File: src/rtl/clk_div_pkg.sv
// Shared constants for the clk_div_gen tick generator.
// Reference clock rate and default divisors for the standard channel set:
//   ch 0 = 1 Hz timekeeping, ch 1 = 2 Hz flash, ch 2 = 1 kHz scan,
//   ch 3 = 100 Hz debounce.
package clk_div_pkg;

  localparam int CNT_W_DEF = 27;
  localparam int CLK_HZ    = 100_000_000;

  localparam int DIV_1HZ   = 100_000_000;
  localparam int DIV_2HZ   = 50_000_000;
  localparam int DIV_1KHZ  = 100_000;
  localparam int DIV_100HZ = 1_000_000;

  localparam int CH_1HZ  = 0;
  localparam int CH_2HZ  = 1;
  localparam int CH_SCAN = 2;
  localparam int CH_DB   = 3;

  // Width of a channel index; a single channel still needs one select bit.
  function automatic int ch_idx_w(input int n);
    return (n > 1) ? $clog2(n) : 1;
  endfunction

endpackage

File: src/rtl/clk_div_gen_if.sv
// Control/status bundle of clk_div_gen.
//   master: drives ch_en, sync, wr_en, wr_ch, wr_div; reads tick, sq, pend, wr_err
//   slave : the generator side (opposite directions)
interface clk_div_gen_if
  import clk_div_pkg::*;
#(
  parameter int NUM_CH = 4,
  parameter int CNT_W  = CNT_W_DEF
);
  localparam int WCH_W = ch_idx_w(NUM_CH);

  logic [NUM_CH-1:0] ch_en;
  logic              sync;
  logic              wr_en;
  logic [WCH_W-1:0]  wr_ch;
  logic [CNT_W-1:0]  wr_div;
  logic [NUM_CH-1:0] tick;
  logic [NUM_CH-1:0] sq;
  logic [NUM_CH-1:0] pend;
  logic              wr_err;

  modport master (
    output ch_en, sync, wr_en, wr_ch, wr_div,
    input  tick, sq, pend, wr_err
  );

  modport slave (
    input  ch_en, sync, wr_en, wr_ch, wr_div,
    output tick, sq, pend, wr_err
  );

endinterface

File: src/rtl/clk_div_ch.sv
// One tick-generator channel: period counter, shadowed divisor with
// boundary commit, registered tick pulse and square wave.
//   clk, rst_n : clock, async active-low reset
//   en_i       : run enable (low holds the counter at 0)
//   sync_i     : restart counter, commit any pending divisor
//   wr_i       : accepted write targeting this channel
//   wr_div_i   : divisor carried by that write
//   tick_o     : one-cycle pulse per period
//   sq_o       : high for floor(div/2) cycles of each period
//   pend_o     : shadow divisor awaiting commit
module clk_div_ch
  import clk_div_pkg::*;
#(
  parameter int               CNT_W   = CNT_W_DEF,
  parameter logic [CNT_W-1:0] DEF_DIV = CNT_W'(1)
) (
  input  logic             clk,
  input  logic             rst_n,
  input  logic             en_i,
  input  logic             sync_i,
  input  logic             wr_i,
  input  logic [CNT_W-1:0] wr_div_i,
  output logic             tick_o,
  output logic             sq_o,
  output logic             pend_o
);

  logic [CNT_W-1:0] cnt_q, cnt_d;
  logic [CNT_W-1:0] act_div_q, act_div_d;
  logic [CNT_W-1:0] shadow_q, shadow_d;
  logic             pend_q, pend_d;
  logic             tick_q, tick_d;
  logic             sq_q, sq_d;
  logic             wrap;

  assign wrap = (cnt_q == act_div_q - CNT_W'(1));

  always_comb begin
    // A write landing in a boundary cycle is folded in before the commit,
    // so it takes effect at that boundary and pend never rises.
    shadow_d  = wr_i ? wr_div_i : shadow_q;
    pend_d    = pend_q | wr_i;
    act_div_d = act_div_q;
    cnt_d     = cnt_q + CNT_W'(1);
    tick_d    = 1'b0;
    if (!en_i || sync_i || wrap) begin
      cnt_d = '0;
      if (pend_d) act_div_d = shadow_d;
      pend_d = 1'b0;
      tick_d = en_i && !sync_i;
    end
    sq_d = en_i && (cnt_d < (act_div_d >> 1));
  end

  always_ff @(posedge clk or negedge rst_n) begin
    if (!rst_n) begin
      cnt_q     <= '0;
      act_div_q <= DEF_DIV;
      shadow_q  <= DEF_DIV;
      pend_q    <= 1'b0;
      tick_q    <= 1'b0;
      sq_q      <= 1'b0;
    end else begin
      cnt_q     <= cnt_d;
      act_div_q <= act_div_d;
      shadow_q  <= shadow_d;
      pend_q    <= pend_d;
      tick_q    <= tick_d;
      sq_q      <= sq_d;
    end
  end

  assign tick_o = tick_q;
  assign sq_o   = sq_q;
  assign pend_o = pend_q;

endmodule

File: src/rtl/clk_div_gen.sv
// N-channel tick generator with runtime-programmable, glitch-free divisors.
// Outputs are clock enables for logic on clk; no derived clocks.
//   clk, rst_n : 100 MHz system clock, async active-low reset
//   bus        : clk_div_gen_if slave (ch_en, sync, write port in;
//                tick, sq, pend, wr_err out)
module clk_div_gen
  import clk_div_pkg::*;
#(
  parameter int                      NUM_CH  = 4,
  parameter int                      CNT_W   = CNT_W_DEF,
  parameter logic [NUM_CH*CNT_W-1:0] DEF_DIV = {CNT_W'(DIV_100HZ), CNT_W'(DIV_1KHZ),
                                                CNT_W'(DIV_2HZ),   CNT_W'(DIV_1HZ)}
) (
  input logic          clk,
  input logic          rst_n,
  clk_div_gen_if.slave bus
);

  logic              wr_ok;
  logic              wr_err_q, wr_err_d;
  logic [NUM_CH-1:0] tick_w, sq_w, pend_w;

  // Channel index is range-checked because NUM_CH need not be a power of 2.
  assign wr_ok    = bus.wr_en && (bus.wr_div != '0) && (32'(bus.wr_ch) < NUM_CH);
  assign wr_err_d = bus.wr_en && !wr_ok;

  for (genvar g = 0; g < NUM_CH; g++) begin : g_ch
    clk_div_ch #(
      .CNT_W   (CNT_W),
      .DEF_DIV (DEF_DIV[g*CNT_W +: CNT_W])
    ) u_ch (
      .clk      (clk),
      .rst_n    (rst_n),
      .en_i     (bus.ch_en[g]),
      .sync_i   (bus.sync),
      .wr_i     (wr_ok && (32'(bus.wr_ch) == g)),
      .wr_div_i (bus.wr_div),
      .tick_o   (tick_w[g]),
      .sq_o     (sq_w[g]),
      .pend_o   (pend_w[g])
    );
  end

  always_ff @(posedge clk or negedge rst_n) begin
    if (!rst_n) wr_err_q <= 1'b0;
    else        wr_err_q <= wr_err_d;
  end

  assign bus.tick   = tick_w;
  assign bus.sq     = sq_w;
  assign bus.pend   = pend_w;
  assign bus.wr_err = wr_err_q;

endmodule
File: src/flat_wrapper.sv
// flat-port wrapper written by rule: the top's interface ports become plain ports
module clk_div_gen_flat import clk_div_pkg::*;
#(
  parameter int                      NUM_CH  = 4,
  parameter int                      CNT_W   = CNT_W_DEF,
  parameter logic [NUM_CH*CNT_W-1:0] DEF_DIV = {CNT_W'(DIV_100HZ), CNT_W'(DIV_1KHZ),
                                                CNT_W'(DIV_2HZ),   CNT_W'(DIV_1HZ)}
)
  (clk, rst_n, bus_ch_en, bus_sync, bus_wr_en, bus_wr_ch, bus_wr_div, bus_tick, bus_sq, bus_pend, bus_wr_err);
  clk_div_gen_if #(.NUM_CH(NUM_CH), .CNT_W(CNT_W)) bus_i ();
  input logic clk;
  input logic rst_n;
  input wire logic [$bits(bus_i.ch_en)-1:0] bus_ch_en;
  input wire logic [$bits(bus_i.sync)-1:0] bus_sync;
  input wire logic [$bits(bus_i.wr_en)-1:0] bus_wr_en;
  input wire logic [$bits(bus_i.wr_ch)-1:0] bus_wr_ch;
  input wire logic [$bits(bus_i.wr_div)-1:0] bus_wr_div;
  output wire logic [$bits(bus_i.tick)-1:0] bus_tick;
  output wire logic [$bits(bus_i.sq)-1:0] bus_sq;
  output wire logic [$bits(bus_i.pend)-1:0] bus_pend;
  output wire logic [$bits(bus_i.wr_err)-1:0] bus_wr_err;
  assign bus_i.ch_en = bus_ch_en;
  assign bus_i.sync = bus_sync;
  assign bus_i.wr_en = bus_wr_en;
  assign bus_i.wr_ch = bus_wr_ch;
  assign bus_i.wr_div = bus_wr_div;
  assign bus_tick = bus_i.tick;
  assign bus_sq = bus_i.sq;
  assign bus_pend = bus_i.pend;
  assign bus_wr_err = bus_i.wr_err;
  clk_div_gen #(.NUM_CH(NUM_CH), .CNT_W(CNT_W), .DEF_DIV(DEF_DIV)) u_core (.clk(clk), .rst_n(rst_n), .bus(bus_i));
endmodule
File: config.mk
export PLATFORM = sky130hd
export DESIGN_NAME = clk_div_gen_flat
export DESIGN_NICKNAME = d
export VERILOG_FILES = /design/src/rtl/clk_div_pkg.sv /design/src/rtl/clk_div_gen_if.sv /design/src/rtl/clk_div_ch.sv /design/src/rtl/clk_div_gen.sv /design/src/flat_wrapper.sv
export SDC_FILE = /design/constraint.sdc
export NUM_CORES = 1
export LEC_CHECK = 0
export ABC_AREA = 1
export CAP_MARGIN = 20
export CORE_UTILIZATION = 40
export CTS_CLUSTER_DIAMETER = 60
export DETAILED_ROUTE_END_ITERATION = 6
export HOLD_SLACK_MARGIN = 0.06
export SLEW_MARGIN = 20
export SYNTH_ARGS = -nofsm -noshare
export SYNTH_HDL_FRONTEND = slang
export SYNTH_SLANG_ARGS = --single-unit
File: constraint.sdc
create_clock -name clk -period 3.9 [get_ports clk]
set_input_delay 0.39 -clock clk [delete_from_list [all_inputs] [get_ports clk]]
set_output_delay 0.39 -clock clk [all_outputs]
set_load 0.05 [all_outputs]
==> flow_summary.yaml <==
sta:
  period_share_pct: 96.1
  setup_viol: 0
  tightest_slew_ns: 0.855
  hold_viol: 0
  finClkSkew_ns: 0.0181
  maxSlewViolCount: 0
  setup_ws_ns: 0.152
  maxSlewHeadroom_pct: 42.8
  clock.fmax_mhz: 267
  post-route-min-period_ns: 3.75
synthesis:
  ys_types: 53
  synth_warnings: 0
  synthFlopType: "dfrtp_1"
  synth_seq_cells: 337
  async_reset_ff_share_pct: 100
  postSynthCellCount: 3009
  avgSynthCellArea_um2: 7.42
  netlist_area_um2: 22300
  synth-edff-count: 0
  ys_seq_area_share_pct: 38.2
  synthesis.nets: 3154
pwr:
  vdd_drop_max_mv: 0.295
  switching_share_pct: 35.5
  intPower_uw: 8050
  power_frac_comb_pct: 29.5
  p_per_area_nw_per_um2: 466
  p_leak_uw: 0.0132
  p_sw_uw: 4440
  p_clk_share_pct: 33.0
  seqPwrFrac_pct: 37.5
worst_setup_path:
  cp_max_fo: 9
  path_delay_family: "simple AND/OR/NAND/NOR gates"
  critPathKind: "flop to flop"
  max_stage_delay_ns: 0.46
  crit_chain: "buf_4, nor2_2, nand2_2, nor2_4, nand2_1, nor2_2, xor2_1, nand2_1, nor2_1, nand3_2, nand2_2, nand2_2, buf_12, buf_4, o21ai_2, inv_1, ha_1, nand4_1, or3b_2, nor3b_2, a21oi_2"
  critPathBufInv: 4
  cpMaxStageDelayCell: "or3b_2"
  cp.required_ns: 4.35
  crit_top_cell: "nand2_2"
  cp.arrival_ns: 4.20
  critPathCaptureType: "flop"
  start_kind: "flop"
layout:
  nNetsFinal: 3345
  final_cells: 3981
  diodes: 0
  n_fill_cell: 5459
  final_common_cell: "nand2_1"
  area_growth_pct: 20.0
  drive_gt1_share_pct: 20.6
  layout_common_cells: "nand2_1, inv_1, nor2_1"
global_route:
  grt_max_degree: 96
  grt_pass1_wl_um: 102000
  grt_pass1_vias: 18700
  antenna_found_initial: 4
  grt.total_usage_pct: 22.9
  grt_overflow: 0
floorplanning:
  die_h_um: 238
  core_um2: 55100
  top_level_ports: 50
  fp-row-count: 86
  start_util_pct: 40.5
  die-area_um2: 56800
  die_x_um: 238
route:
  routed_wl_um: 64100
  drt_first_pass_iters: 5
  first_iter_violations: 1425
  vias: 19400
  post_drt_via_cell_ratio: 4.87
  drtAntennaViolNets: 0
  wire_per_inst_um: 16.1
  drc: 0
clock_network:
  cts-buffers-inserted: 43
  tritoncts: "built"
  ctsRootBufferMaster: "clkbuf_16"
  clockBufferDepth: 3
  cts_max_level: 2
  clk_latency_ns: 0.57
  clk_pin_slew_ns: 0.06
  clock_sinks: 337
place:
  dp_slack_ns: -0.171
  io_buffers: 49
  dp_hpwl_um: 49100
  placed_cells_incl_taps: 3879
  globalplace.congestion: 0.910
run_status:
  status: "completed"
worst_hold_path:
  hold_path_class: "input pin to asynchronous set/reset pin"
flow_run:
  cap_violations: 0
## kinds of logic after synthesis
| kind of cell | after synthesis | share of synthesized area, % |
|---|---|---|
| adder cells (fa/ha/maj) | 108 | 6.05 |
| flip-flops | 337 | 38.2 |
| AO/OA/AOI/OAI | 362 | 9.78 |
| buffers and inverters | 625 | 11.0 |
| AND/OR/NAND/NOR | 1420 | 28.7 |
| XOR/XNOR | 157 | 6.34 |
## flip-flops by register name (all words and copies together) (netlist names)
register and cells:
u_core.g_ch.u_ch.pend_o 4, u_core.g_ch.u_ch.act_div_q 108, u_core.g_ch.u_ch.sq_o 4, u_core.bus.wr_err 1, u_core.g_ch.u_ch.cnt_q 108, u_core.g_ch.u_ch.tick_o 4
u_core.g_ch.u_ch.shadow_q 108
## synthesized netlist by cell type (all sizes together), types with 10 or more instances
cell	n	share of area (%)
nor3	64	1.6
nand3	135	3.2
ha	108	6.1
xnor2	58	2.3
nand3b	17	0.57
dfstp	74	8.7
xor2	96	3.8
nand2	694	12
nand4	54	1.5
nor3b	11	0.39
dfrtp	263	29
a21oi	83	1.9
clkbuf	30	0.50
o21ai	240	6.5
or2	28	0.80
buf	37	1.1
inv	558	9.4
a211oi	10	0.34
nor2	397	7.8
## area by class of cell
type / instances / area [um2] / share of cell area (%)
timing repair buffer: 212 / 1950 / 7.28
sequential: 337 / 8540 / 31.9
multi-input combinational: 2048 / 11800 / 44.0
clock inverter: 15 / 189 / 0.705
clock buffer: 63 / 1280 / 4.79
inverter: 558 / 2100 / 7.83
tap: 748 / 936 / 3.49
## timing repair
item | in CTS | in global routing
hold buffers | 1 | 0
resized for setup | 9 | 103
endpoints found under the setup margin | 3 | 4
hold endpoints to repair | 64 | 0
pin swaps | 1 | 40
cloned | 0 | 2
setup buffers | 0 | 21
## layer usage
metal / track usage [%] / routed length [um] / up-vias
met3: 3.23 / 2890 / 91
met1: 32.3 / 30600 / 9114
met4: 5.61 / 1400 / 4
met5: 0 / 22 / -
li1: - / - / 9821
met2: 36.8 / 29200 / 377
## power groups by stage
| stage | clock network, uW | logic (uW) | registers [uW] |
|---|---|---|---|
| 3_3_place_gp | 0 | 3410 | 4690 |
| 4_1_cts | 4220 | 3520 | 4650 |
| 6_report | 4120 | 3690 | 4680 |
| 2_1_floorplan | 0 | 2490 | 4490 |
| 5_1_grt | 4360 | 4200 | 4750 |
| 3_5_place_dp | 0 | 3480 | 4700 |
## metrics by stage
step	instance area [um2]	setup TNS [ns]	utilization [%]	power (uW)	hold WS, ns
after global routing	26800	-0.0992	48.6	13300	0.516
after global placement	24700	-0.606	44.8	8100	0.491
final	26800	0	48.6	12500	0.446
after CTS	26200	0	47.5	12400	0.467
after floorplan	22300	0	-	6990	0.0944
after detailed placement	24700	-0.565	44.8	8190	0.486
## path summary, 6_finish.rpt
path	start	endpoint	slack (ns)	depth (start not counted)
min	rst_n	u_core.g_ch[2].u_ch.cnt_q[25]	0.45	2
max in group asynchronous	rst_n	u_core.g_ch[2].u_ch.shadow_q[9]	2.41	3
min in group clk	bus_wr_en	u_core.bus.wr_err	0.49	3
min reg2reg	u_core.g_ch[0].u_ch.act_div_q[26]	u_core.g_ch[0].u_ch.act_div_q[26]	0.51	2
max reg2reg	u_core.g_ch[3].u_ch.act_div_q[1]	u_core.g_ch[3].u_ch.sq_o	0.15	21
max	u_core.g_ch[3].u_ch.act_div_q[1]	u_core.g_ch[3].u_ch.sq_o	0.15	21
No activity file was read; power rests on OpenSTA's default activity.
